--- config.mk ---
export PLATFORM = sky130hd
export DESIGN_NAME = mac_dot_sequencer
export DESIGN_NICKNAME = d
export VERILOG_FILES = /design/src/rtl/mac_dot_sequencer.sv
export SDC_FILE = /design/constraint.sdc
export NUM_CORES = 1
export LEC_CHECK = 0
export BUFFER_PORTS_ARGS = -buffer_cell sky130_fd_sc_hd__buf_2
export CORE_ASPECT_RATIO = 1.4
export CORE_MARGIN = 5
export CORE_UTILIZATION = 43
export DETAILED_ROUTE_END_ITERATION = 10
export PLACE_DENSITY = 0.81
export SYNTH_ARGS = -nofsm -noshare
export SYNTH_HDL_FRONTEND = slang
export SYNTH_SLANG_ARGS = --single-unit
--- constraint.sdc ---
create_clock -name CLK -period 2.2 [get_ports CLK]
set_input_delay 0.33 -clock CLK [delete_from_list [all_inputs] [get_ports CLK]]
set_output_delay 0.33 -clock CLK [all_outputs]
set_load 0.01 [all_outputs]
--- src/rtl/mac_dot_sequencer.sv ---
// ---------------------------------------------------------------------------
// mac_dot_sequencer
//
// Upstream controller for a 16-bit Q9.6 multiply-accumulate stage computing
// D0 = ((S0*S1)>>6) + S2. A stream of (x, w) operand pairs is issued to the
// MAC one term at a time. Each returned partial sum becomes the S2 operand of
// the next term, so a LEN-term dot product plus bias is built up serially.
// The final sum is presented on a ready/valid result port.
//
// Optional feature macro: MAC_SEQ_RELU_EN
//   defined   : res_data = (acc < 0) ? 0 : acc
//   undefined : res_data = acc (raw signed value, no clamp logic)
//
// Ports
//   CLK, RST_N          clock (rising edge), asynchronous active-low reset
//   start, len, bias    begin a dot product (sampled in IDLE only)
//   op_valid/op_ready   operand pair handshake, op_x -> S0, op_w -> S1
//   mac_valid           one-cycle issue strobe for S0/S1/S2
//   mac_s0/s1/s2        MAC operands, held until the next issue
//   mac_d_valid, mac_d  MAC result return
//   res_valid/res_ready result handshake, res_data final sum
//   res_err             result produced by a watchdog abort
//   busy                high in every state except IDLE
// ---------------------------------------------------------------------------
module mac_dot_sequencer #(
    parameter int unsigned WORD_BITS = 16,
    parameter int unsigned LEN_BITS  = 8,
    parameter int unsigned TO_CYCLES = 15
) (
    input  logic                 CLK,
    input  logic                 RST_N,
    input  logic                 start,
    input  logic [LEN_BITS-1:0]  len,
    input  logic [WORD_BITS-1:0] bias,
    input  logic                 op_valid,
    output logic                 op_ready,
    input  logic [WORD_BITS-1:0] op_x,
    input  logic [WORD_BITS-1:0] op_w,
    output logic                 mac_valid,
    output logic [WORD_BITS-1:0] mac_s0,
    output logic [WORD_BITS-1:0] mac_s1,
    output logic [WORD_BITS-1:0] mac_s2,
    input  logic                 mac_d_valid,
    input  logic [WORD_BITS-1:0] mac_d,
    output logic                 res_valid,
    input  logic                 res_ready,
    output logic [WORD_BITS-1:0] res_data,
    output logic                 res_err,
    output logic                 busy
);

    localparam int unsigned WD_BITS = $clog2(TO_CYCLES + 1);

    typedef enum logic [1:0] {
        StIdle,
        StFetch,
        StWait,
        StDone
    } state_e;

    state_e               state_q, state_d;
    logic [LEN_BITS-1:0]  len_q, len_d;
    logic [LEN_BITS-1:0]  cnt_q, cnt_d;
    logic [WORD_BITS-1:0] acc_q, acc_d;
    logic [WD_BITS-1:0]   wd_q, wd_d;

    logic                 op_ready_q, op_ready_d;
    logic                 mac_valid_q, mac_valid_d;
    logic [WORD_BITS-1:0] mac_s0_q, mac_s0_d;
    logic [WORD_BITS-1:0] mac_s1_q, mac_s1_d;
    logic [WORD_BITS-1:0] mac_s2_q, mac_s2_d;
    logic                 res_valid_q, res_valid_d;
    logic [WORD_BITS-1:0] res_data_q, res_data_d;
    logic                 res_err_q, res_err_d;
    logic                 busy_q, busy_d;

    // Output formatting of the accumulator onto res_data.
    function automatic logic [WORD_BITS-1:0] res_fmt(input logic [WORD_BITS-1:0] v);
`ifdef MAC_SEQ_RELU_EN
        return v[WORD_BITS-1] ? '0 : v;
`else
        return v;
`endif
    endfunction

    always_comb begin
        state_d     = state_q;
        len_d       = len_q;
        cnt_d       = cnt_q;
        acc_d       = acc_q;
        wd_d        = wd_q;
        op_ready_d  = op_ready_q;
        mac_valid_d = 1'b0;
        mac_s0_d    = mac_s0_q;
        mac_s1_d    = mac_s1_q;
        mac_s2_d    = mac_s2_q;
        res_valid_d = res_valid_q;
        res_data_d  = res_data_q;
        res_err_d   = res_err_q;
        busy_d      = busy_q;

        unique case (state_q)
            StIdle: begin
                if (start) begin
                    len_d  = len;
                    acc_d  = bias;
                    cnt_d  = '0;
                    wd_d   = '0;
                    busy_d = 1'b1;
                    if (len != '0) begin
                        state_d    = StFetch;
                        op_ready_d = 1'b1;
                    end else begin
                        // Empty product: result is just the bias.
                        state_d     = StDone;
                        res_valid_d = 1'b1;
                        res_data_d  = res_fmt(bias);
                    end
                end
            end

            StFetch: begin
                if (op_valid && op_ready_q) begin
                    mac_s0_d    = op_x;
                    mac_s1_d    = op_w;
                    mac_s2_d    = acc_q;
                    mac_valid_d = 1'b1;
                    op_ready_d  = 1'b0;
                    wd_d        = '0;
                    state_d     = StWait;
                end
            end

            StWait: begin
                if (mac_d_valid) begin
                    acc_d = mac_d;
                    cnt_d = cnt_q + 1'b1;
                    if (LEN_BITS'(cnt_q + 1'b1) == len_q) begin
                        state_d     = StDone;
                        res_valid_d = 1'b1;
                        res_data_d  = res_fmt(mac_d);
                    end else begin
                        state_d    = StFetch;
                        op_ready_d = 1'b1;
                    end
                end else if (wd_q == WD_BITS'(TO_CYCLES - 1)) begin
                    // MAC never answered: report the partial sum with an error.
                    state_d     = StDone;
                    res_err_d   = 1'b1;
                    res_valid_d = 1'b1;
                    res_data_d  = res_fmt(acc_q);
                end else begin
                    wd_d = wd_q + 1'b1;
                end
            end

            StDone: begin
                if (res_ready && res_valid_q) begin
                    res_valid_d = 1'b0;
                    res_err_d   = 1'b0;
                    busy_d      = 1'b0;
                    state_d     = StIdle;
                end
            end

            default: begin
                state_d = StIdle;
            end
        endcase
    end

    always_ff @(posedge CLK or negedge RST_N) begin
        if (!RST_N) begin
            state_q     <= StIdle;
            len_q       <= '0;
            cnt_q       <= '0;
            acc_q       <= '0;
            wd_q        <= '0;
            op_ready_q  <= 1'b0;
            mac_valid_q <= 1'b0;
            mac_s0_q    <= '0;
            mac_s1_q    <= '0;
            mac_s2_q    <= '0;
            res_valid_q <= 1'b0;
            res_data_q  <= '0;
            res_err_q   <= 1'b0;
            busy_q      <= 1'b0;
        end else begin
            state_q     <= state_d;
            len_q       <= len_d;
            cnt_q       <= cnt_d;
            acc_q       <= acc_d;
            wd_q        <= wd_d;
            op_ready_q  <= op_ready_d;
            mac_valid_q <= mac_valid_d;
            mac_s0_q    <= mac_s0_d;
            mac_s1_q    <= mac_s1_d;
            mac_s2_q    <= mac_s2_d;
            res_valid_q <= res_valid_d;
            res_data_q  <= res_data_d;
            res_err_q   <= res_err_d;
            busy_q      <= busy_d;
        end
    end

    assign op_ready  = op_ready_q;
    assign mac_valid = mac_valid_q;
    assign mac_s0    = mac_s0_q;
    assign mac_s1    = mac_s1_q;
    assign mac_s2    = mac_s2_q;
    assign res_valid = res_valid_q;
    assign res_data  = res_data_q;
    assign res_err   = res_err_q;
    assign busy      = busy_q;

endmodule

==> metrics.yaml <==
grt:
  grt_pass1_vias: 4200
  grt.total_usage_pct: 18.52
  grt_first_pass_wirelength_um: 20220
  grt_max_degree: 54
  antenna_found_initial: 0
  grt_overflow: 0
final_layout:
  diodes: 0
  areaGrowthSynthToFinish_pct: 27.06
  fin_area_um2: 6251
  final_cells: 814
  drive_gt1_share_pct: 31.79
  regArea_um2: 2680
  n_fill_cell: 1002
  finish.net_count: 746
  multi_input_comb_area_um2: 2122
routing:
  drtAntennaViolNets: 0
  num_vias: 4202
  wirelength_um: 12610
  vias_per_cell: 5.162
  drc: 0
  first_iter_violations: 163
  wire_per_inst_um: 15.50
  drt-pass1-iter-count: 5
place:
  portBuffers: 146
  place_area_um2: 5929
  dp_cells: 796
  hpwlAfterDp_um: 9482
  gp_congestion: 0.8500
floorplanning:
  start_util_pct: 43.61
  core_um2: 11280
  fp.dieH_um: 136.6
  io-pin-count: 147
  die_w_um: 100.4
  rows: 46
  die-area_um2: 13710
clock_tree:
  cts.sinks: 107
  h-tree-depth: 3
  path_clk_slew_ns: 0.08
  ctsRootBufferMaster: "clkbuf_16"
  ctsLongestPathBuffers: 2
  numCtsBuffers: 9
  clk_latency_ns: 0.34
  cts_tree: "built"
synth:
  yosysTopAreaCellShare_pct: 54.43
  synth_top_cell_by_area: "dfrtp_1"
  synth_edf_count: 0
  synthArstFlopShare_pct: 100.0
  ys.flop_type: "dfrtp_1"
  yosys-top-cells-area: "dfrtp_1, nand2_1, o21ai_0, mux2i_1, mux2_4"
  netlist_instances: 514
  synthTopCellsByCount: "nand2_1, dfrtp_1, o21ai_0, nor2_1, clkbuf_1"
  yosysWarnings: 0
  synthesis.nets: 595
  avgSynthCellArea_um2: 9.571
  synth-seq-cells: 107
  syn_area_um2: 4920
  synth_cell_type_count: 48
  seq_area_frac_synth_pct: 54.43
  synth_most_common_cell: "nand2_1"
timing:
  max-slew-margin-rel_pct: 66.07
  report.final.setup_viol: 0
  final-hold-violation-count: 0
  fin_skew_ns: 0.01001
  post-route-period-util_pct: 98.99
  rsz0062_at_grt: "yes"
  fin_crit_ns: 2.178
  slew_violations: 0
  clock.fmax_ghz: 0.4592
  worst_pin_slew_ns: 0.5059
pwr:
  ir_drop_v: 0.0006782
  cellLeakagePower_nw: 3.292
  power.density_nw_per_um2: 1205
  finalPower_mw: 7.532
setup_path:
  crit_arrival_ns: 2.40
  cp_data_required_time_ns: 2.42
  rr_worst_depth: 7
  worst_setup_path_end_kind: "register"
  reg2reg_slack_ns: 0.02
  worst-setup-path-type: "register to register"
  r2r_end: "res_data[13]"
  critical_path.startpoint_type: "register"
  crit-reg2reg-launch: "cnt_q[0]"
  cp_max_fo: 17
min_path:
  holdPathEnd: "mac_s0[11]"
  min_path_cells: 3
  min_path_type: "primary input to register"
  hold_start: "op_x[11]"
flow_run:
  drv_cap: 0
run_status:
  status: "finished clean"
-- layout make-up --
class	count	share of cell area [%]
tap	144	2.882
clock inverter	6	0.7806
timing repair buffer	168	15.21
sequential	107	42.87
multi-input combinational	371	33.95
clock buffer	10	3.823
inverter	8	0.4804
-- flip-flops by register name, summed over array words and instances, names as in the netlist, 2 cells and up --
signal    cells
acc_q        16
cnt_q         8
len_q         8
mac_s0       16
mac_s1       16
mac_s2       16
res_data     16
state_q       2
wd_q          4
-- kinds of logic (layout without fill, tap and decap cells) --
kind of cell / count (synthesis) / after routing / share of synthesized area, %
flops: 107 / 107 / 54.43
buf+inv: 36 / 192 / 3.052
mux: 40 / 40 / 9.435
xor+xnor: 12 / 12 / 2.416
simple gates: 238 / 238 / 20.35
compound gates: 78 / 78 / 9.563
fa+ha+maj: 3 / 3 / 0.7631
-- what timing repair did --
action	CTS	global route
hold buffers	1	0
endpoints found under the hold margin	17	0
resized for setup	0	7
endpoints found under the setup margin	8	16
setup buffers	1	0
cloned	0	0
-- layer usage --
layer,GRT usage [%],vias to the layer above,share of wire [%]
li1,-,2012,-
met1,23.08,2036,40
met2,32.34,139,52
met3,3.213,15,6.3
met4,6.292,0,1.3
met5,0,-,0
-- where the power goes --
part / internal, mW / switching [mW] / leakage (nW)
registers: 2.77 / 0.529 / 1.33
clock network: 0.811 / 0.721 / 0.137
logic: 1.23 / 1.47 / 1.83
total: 4.82 / 2.72 / 3.29
-- how the worst max path moves through the flow --
stage	startpoint	end	cells past startpoint
global route	cnt_q[0]	res_data[13]	7
CTS	cnt_q[0]	res_data[11]	7
floorplan	cnt_q[0]	res_data[1]	8
global placement	cnt_q[0]	res_data[10]	7
finish	cnt_q[0]	res_data[13]	7
detailed placement	cnt_q[0]	res_data[11]	7
-- worst max-delay path, cell delays in order, from the launching register on --
cell     delay, ns
dfrtp_2       0.43
ha_4          0.18
and3_4        0.15
xnor3_1       0.22
nand4_1       0.13
o41a_1        0.43
buf_12        0.19
mux2_1        0.31
-- cells in the final DEF (no fill, tap or decap), types with 2 or more instances in the layout --
cell	Yosys	routed
a21oi_1	9	9
a22o_1	2	2
a31oi_1	17	17
and3_1	4	3
buf_12	0	4
buf_2	0	145
buf_4	0	18
clkbuf_16	0	9
clkinvlp_4	0	2
dfrtp_1	107	105
dfrtp_2	0	2
ha_1	3	2
inv_1	8	8
mux2_1	7	5
mux2_2	8	8
mux2_4	9	11
mux2i_1	16	16
nand2_1	188	188
nand2b_1	2	2
nand4_1	3	3
nor2_1	23	22
nor2b_1	4	3
nor4_2	2	2
o21ai_0	34	32
o21ai_1	0	2
o31ai_1	2	2
o41ai_1	2	2
or3_1	3	3
xnor2_1	7	7
xor2_1	4	4
-- metrics by stage --
step / setup WS (ns) / hold WS (ns) / util, % / setup TNS, ns
2_1_floorplan: 0.02017 / 0.03441 / - / 0
3_3_place_gp: 0.05993 / 0.2263 / 52.56 / 0
3_5_place_dp: 0.001199 / 0.2295 / 52.56 / 0
4_1_cts: 0.01152 / 0.1667 / 55.27 / 0
5_1_grt: -0.03636 / 0.1663 / 55.41 / -0.2152
6_report: 0.02214 / 0.1775 / 55.41 / 0
Note: power is estimated with default switching activity, not from simulation.
